==> config.mk <==
export PLATFORM = sky130hd
export DESIGN_NAME = bcd_counter_multi
export DESIGN_NICKNAME = d
export VERILOG_FILES = /design/src/rtl/bcd_counter_multi.sv
export SDC_FILE = /design/constraint.sdc
export NUM_CORES = 1
export LEC_CHECK = 0
export CAP_MARGIN = 15
export CORE_MARGIN = 4
export CORE_UTILIZATION = 50
export CTS_CLUSTER_SIZE = 25
export DETAILED_ROUTE_END_ITERATION = 8
export MAX_ROUTING_LAYER = met4
export PLACE_DENSITY = 0.9
export SLEW_MARGIN = 20
export SYNTH_ARGS = -nofsm -noshare
export SYNTH_HDL_FRONTEND = slang
export SYNTH_SLANG_ARGS = --single-unit
==> constraint.sdc <==
create_clock -name clk -period 3 [get_ports clk]
set_input_delay 0.9 -clock clk [delete_from_list [all_inputs] [get_ports clk]]
set_output_delay 0.9 -clock clk [all_outputs]
set_load 0.1 [all_outputs]
==> src/rtl/bcd_counter_multi.sv <==
// Multi-digit packed-BCD up/down counter with programmable modulus and carry/borrow pulses.
// Parallel load with range checking is built only when BCD_LOAD_EN is defined.
module bcd_counter_multi #(
    parameter int DIGITS  = 2,
    parameter int MODULUS = 60
) (
    input  logic                  clk,
    input  logic                  rst_n,
    input  logic                  en,
    input  logic                  clr,
    input  logic                  up,
    input  logic                  load,
    input  logic [4*DIGITS-1:0]   load_val,
    output logic [4*DIGITS-1:0]   bcd_out,
    output logic                  carry,
    output logic                  borrow,
    output logic                  tc,
    output logic                  load_err
);

    localparam int W = 4 * DIGITS;

    function automatic logic [W-1:0] to_bcd(input int value);
        logic [W-1:0] r;
        int           v;
        r = '0;
        v = value;
        for (int i = 0; i < DIGITS; i++) begin
            r[4*i +: 4] = 4'(v % 10);
            v = v / 10;
        end
        return r;
    endfunction

    localparam logic [W-1:0] MAX_BCD = to_bcd(MODULUS - 1);

    function automatic logic [W-1:0] bcd_inc(input logic [W-1:0] x);
        logic [W-1:0] r;
        logic         c;
        r = x;
        c = 1'b1;
        for (int i = 0; i < DIGITS; i++) begin
            if (c) begin
                if (x[4*i +: 4] == 4'd9) begin
                    r[4*i +: 4] = 4'd0;
                end else begin
                    r[4*i +: 4] = x[4*i +: 4] + 4'd1;
                    c = 1'b0;
                end
            end
        end
        return r;
    endfunction

    function automatic logic [W-1:0] bcd_dec(input logic [W-1:0] x);
        logic [W-1:0] r;
        logic         b;
        r = x;
        b = 1'b1;
        for (int i = 0; i < DIGITS; i++) begin
            if (b) begin
                if (x[4*i +: 4] == 4'd0) begin
                    r[4*i +: 4] = 4'd9;
                end else begin
                    r[4*i +: 4] = x[4*i +: 4] - 4'd1;
                    b = 1'b0;
                end
            end
        end
        return r;
    endfunction

    logic [W-1:0] cnt_q, cnt_nxt;
    logic         carry_q, carry_nxt;
    logic         borrow_q, borrow_nxt;
    logic         rst_rel_q;

`ifdef BCD_LOAD_EN
    // With every digit <= 9, packed BCD orders the same as the decimal value.
    function automatic logic load_ok(input logic [W-1:0] x);
        logic ok;
        ok = 1'b1;
        for (int i = 0; i < DIGITS; i++) begin
            if (x[4*i +: 4] > 4'd9) ok = 1'b0;
        end
        return ok && (x <= MAX_BCD);
    endfunction

    logic err_q, err_nxt;
`endif

    always_comb begin
        cnt_nxt    = cnt_q;
        carry_nxt  = 1'b0;
        borrow_nxt = 1'b0;
`ifdef BCD_LOAD_EN
        err_nxt    = 1'b0;
`endif
        if (clr) begin
            cnt_nxt = '0;
        end
`ifdef BCD_LOAD_EN
        else if (load) begin
            if (load_ok(load_val)) cnt_nxt = load_val;
            else                   err_nxt = 1'b1;
        end
`endif
        else if (en) begin
            if (up) begin
                if (cnt_q == MAX_BCD) begin
                    cnt_nxt   = '0;
                    carry_nxt = 1'b1;
                end else begin
                    cnt_nxt = bcd_inc(cnt_q);
                end
            end else begin
                if (cnt_q == '0) begin
                    cnt_nxt    = MAX_BCD;
                    borrow_nxt = 1'b1;
                end else begin
                    cnt_nxt = bcd_dec(cnt_q);
                end
            end
        end
    end

    // Reset asserts immediately; the counter resumes one edge after rst_n rises.
    always_ff @(posedge clk or negedge rst_n) begin
        if (!rst_n) rst_rel_q <= 1'b0;
        else        rst_rel_q <= 1'b1;
    end

    always_ff @(posedge clk or negedge rst_n) begin
        if (!rst_n) begin
            cnt_q    <= '0;
            carry_q  <= 1'b0;
            borrow_q <= 1'b0;
        end else if (!rst_rel_q) begin
            carry_q  <= 1'b0;
            borrow_q <= 1'b0;
        end else begin
            cnt_q    <= cnt_nxt;
            carry_q  <= carry_nxt;
            borrow_q <= borrow_nxt;
        end
    end

`ifdef BCD_LOAD_EN
    always_ff @(posedge clk or negedge rst_n) begin
        if (!rst_n)          err_q <= 1'b0;
        else if (!rst_rel_q) err_q <= 1'b0;
        else                 err_q <= err_nxt;
    end

    assign load_err = err_q;
`else
    logic unused_load;
    assign unused_load = &{1'b0, load, load_val};
    assign load_err    = 1'b0;
`endif

    assign bcd_out = cnt_q;
    assign carry   = carry_q;
    assign borrow  = borrow_q;
    assign tc      = up ? (cnt_q == MAX_BCD) : (cnt_q == '0);

endmodule

### Word level (Yosys, flattened, before mapping)

Cells that the tools add are included.

| word-level totals | value |
|---|---|
| register bits after elaboration | 11 |
| RAM bits | 0 |
| input port bits | 14 |
| bits in latches | 0 |
| ROM bits | 0 |
| output and inout port bits | 12 |
| logic and storage cells | 52 |
| memories | 0 |

| operators by class | value |
|---|---|
| $add $sub $neg | 4 |
| magnitude comparators | 0 |
| mux-type cells | 32 |
| divide/modulo/power cells | 0 |
| multiply operators | 0 |
| bitwise operators | 0 |
| eq/ne operators | 4 |
| reduce and logical (&&, ||, !) cells | 7 |
| shift operators | 0 |

Operator list:

| kind | count |
|---|---|
| $mux 8 | 5 |
| $mux 4 | 6 |
| $mux 1 | 21 |
| $add 4x1->4 const B | 2 |
| $eq 4x4->1 const B | 2 |
| $eq 8x7->1 const B | 1 |
| $logic_not 4->1 | 2 |
| $logic_not 8->1 | 1 |
| $sub 4x1->4 const B | 2 |
| $ne 4x2->1 const B | 1 |
| $reduce_and 4->1 | 1 |
| $reduce_bool 4->1 | 1 |
| $reduce_and 2->1 | 1 |
| $reduce_bool 2->1 | 1 |

### Logic depth before layout (Yosys ltp)

| logic depth | value |
|---|---|
| word-level depth | 11 |
| gate-level depth with buffers | 7 |
| gate-level depth less buffers | 6 |

### Least setup slack after synthesis

OpenSTA, ideal clock, no wires.

| path | value |
|---|---|
| path kind | reg2out |
| start point | register cnt_q[1] (netlist: bcd_out[1]) |
| end point | output tc |
| setup slack | -1.067 ns |
| arrival | 3.167 ns |
| buffers on the path | 0 |
| data required time | 2.100 ns |
| stages on the path, launching flop included | 7 |
| path through | dfrtp_1 inv_1 ha_1 or3b_4 nor2_4 nand2_1 a21boi_1 |

| between the ends | value |
|---|---|
| word-level cells in the longest chain between the ends | 2 |
| elaborated cells between the ends (all ways) | 3 |
| classes of those cells | 1 x eq/ne; 1 x mux; 1 x reduce/logical |

Ends and longest elaborated chain:

| element | RTL line | source |
|---|---|---|
| start, declared | 73 | `logic [W-1:0] cnt_q, cnt_nxt;` |
| start signal, assigned | 142 | `cnt_q <= cnt_nxt;` |
| $eq 8x7->1 or $logic_not 8->1 (tied branches) | 165 | `assign tc = up ? (cnt_q == MAX_BCD) : (cnt_q == '0);` |
| $mux 1 (*) | 165 |  |
| end, declared | 17 | `output logic tc,` |

Every way passes the cells marked *; elsewhere a longest branch is shown, timed or not.

### Worst setup path in the final report

| path | value |
|---|---|
| start point | register cnt_q[0] (netlist: bcd_out[0]) |
| end point | output tc |

The elaborated chain is that of the path after synthesis.

==> results_dict.tcl <==
set metrics [dict create \
    grt_pass1_vias 731 \
    die_x_um 50.1 \
    period_share 0.975 \
    place_ws_ps -10.4 \
    arrival_ps 2030 \
    avgSynthCellArea_um2 9.13 \
    diodes 0 \
    grt_pass1_wl_um 3290 \
    clock_latency_ps 280 \
    routedWlPerCell_um 14.3 \
    place_congestion 0.957 \
    finalNonFillerCells 141 \
    leakage_uw 0.000493 \
    path_clk_slew_ps 70 \
    antenna_found_initial 0 \
    setup_viol 0 \
    tightest_slew_ps 522 \
    hpwl_um 1460 \
    hp-class "register to register" \
    cts_buffers 3 \
    ant_nets 0 \
    synth_nets 115 \
    synth_edf_count 0 \
    clock.fmax_ghz 0.342 \
    powerDensity_nw_per_um2 699 \
    grt.total_usage 0.173 \
    yosysSeqAreaShare 0.311 \
    rsz0062_at_grt "false" \
    clock_skew_ps 3.39 \
    coreArea_um2 1590 \
    end_kind "output pin" \
    place_inst 136 \
    route.detailed.drc 0 \
    io_pins 26 \
    vias_per_cell 5.81 \
    fill_cells 113 \
    cts_htree_levels 1 \
    critical_path_class "register to output pin" \
    reg2reg_depth 7 \
    ys_seq_elements 11 \
    clock-root-buffer "clkbuf_4" \
    grt-ovfl-total 0 \
    vias 819 \
    die_area_um2 2510 \
    syn_area_um2 886 \
    totalWireLength_um 2010 \
    grt_start_max_net_pins 13 \
    nNetsFinal 136 \
    setup_slack_ps 74.6 \
    start_kind "register" \
    peakVddDrop_uv 387 \
    area_growth_pct 28.5 \
    die_y_um 50.1 \
    whs_path_depth 1 \
    cts_tree "built" \
    final_cell_area_um2 1140 \
    start_util 0.556 \
    yosys_warnings 0 \
    final-hold-violation-count 0 \
    cts_buffer_depth 2 \
    final_core_util 0.714 \
    period_needed_ps 2930 \
    drt_iter0_markers 39 \
    slew_viol_final 0 \
    synth_ff_type "dfrtp_1" \
    synthArstFlopShare 1.00 \
    status "completed" \
    hold_buffers 0 \
    drive_above_1_share 0.376 \
    netlist_instances 97 \
    cp_max_fo 8 \
    relSlewSlack 0.648 \
    synthDistinctLibCells 43 \
    holdWs_ps 598 \
    place.port_buffers 15 \
    place_area_um2 1070 \
    row_count 14 \
    drv_cap 0 \
    drtPass1Iterations 4 \
    cts.sinks 11 \
    critical_path_required_ps 2100 \
]
## flip-flops by register name (all words and copies together) (netlist names)
name and flops:
bcd_out 8, borrow 1, carry 1, rst_rel_q 1
## routing by layer
metal  part of all wire  GRT usage  vias up
met5                  0          -        -
met4              0.015     0.0553        0
met3              0.076     0.0331        5
met2               0.46      0.250       29
met1               0.45      0.240      389
li1                   -          -      396
## critical path, stage by stage, from the launching register on
cell	delay (ps)
dfrtp_4	530
inv_2	90
ha_2	210
or3b_4	410
nor2_4	100
nand2_2	80
a21boi_4	150
buf_12	190
## final timing paths
path                            start          to  slack, ps
min                        bcd_out[2]  bcd_out[2]        600
min in group asynchronous       rst_n  bcd_out[6]        970
min reg2reg                bcd_out[2]  bcd_out[2]        600
max reg2reg                bcd_out[0]  bcd_out[6]       1110
max in group asynchronous       rst_n  bcd_out[1]       1640
max                        bcd_out[0]          tc         70
## per-stage QoR
stage	power, µW	TNS [ps]
floorplan	587	0
global placement	667	-16.9
detailed placement	676	-10.4
CTS	784	0
global route	835	0
finish	796	0
## cell usage in the layout, fill, tap and decap left out, drive strengths merged, types with 2 or more instances in the layout
cell type and instances:
and3b 2, nor3 5, nor2b 2, dfrtp 11, buf 19, conb 2, inv 5, o31ai 6
nand2b 2, nand3b 2, a21oi 5, nand2 2, o21ai 7, clkbuf 4, ha 4, nand3 2
nor2 12, clkdlybuf4s50 3, o41ai 2
## report_power, final
part           total [µW]  internal, µW  switching, µW
sequential            238           176           61.3
clock                 108          51.6           56.1
combinational         450           137            314
total                 796           365            431
## kinds of logic (layout without fill, tap and decap cells)
group / after synthesis / after routing / share of synthesized area
compound gates: 35 / 35 / 0.325
other cells: 2 / 2 / 0.00848
flops: 11 / 11 / 0.311
fa+ha+maj: 4 / 4 / 0.0565
buf+inv: 12 / 32 / 0.0805
xor+xnor: 1 / 1 / 0.00989
simple gates: 32 / 32 / 0.209
## layout make-up
type / instances / area, µm² / area share
multi-input cells: 74 / 576 / 0.505
inverters: 5 / 18.8 / 0.0165
well taps: 24 / 30.0 / 0.0264
repair buffers: 23 / 201 / 0.177
clock buffers: 4 / 26.3 / 0.0231
flip-flops and latches: 11 / 287 / 0.252
## cells in the mapped netlist (2+ instances only)
library cell  count  area share
a21oi_1           5       0.028
and3b_1           2       0.020
buf_2             3       0.017
buf_4             2       0.017
buf_6             2       0.025
conb_1            2      0.0085
dfrtp_1          11        0.31
ha_1              4       0.056
inv_1             5       0.021
nand2_1           2      0.0085
nand2b_1          2       0.014
nand3_1           2       0.011
nand3b_1          2       0.017
nor2_1           10       0.042
nor2b_1           2       0.014
nor3_1            5       0.028
o21ai_0           3       0.017
o21ai_1           3       0.017
o31ai_1           6       0.051
## repair_timing
item	in CTS	in global routing
setup buffers	0	1
setup endpoints to repair	1	1
gates resized for setup	2	7
pin swaps	0	2
No activity file was read; power rests on OpenSTA's default activity.
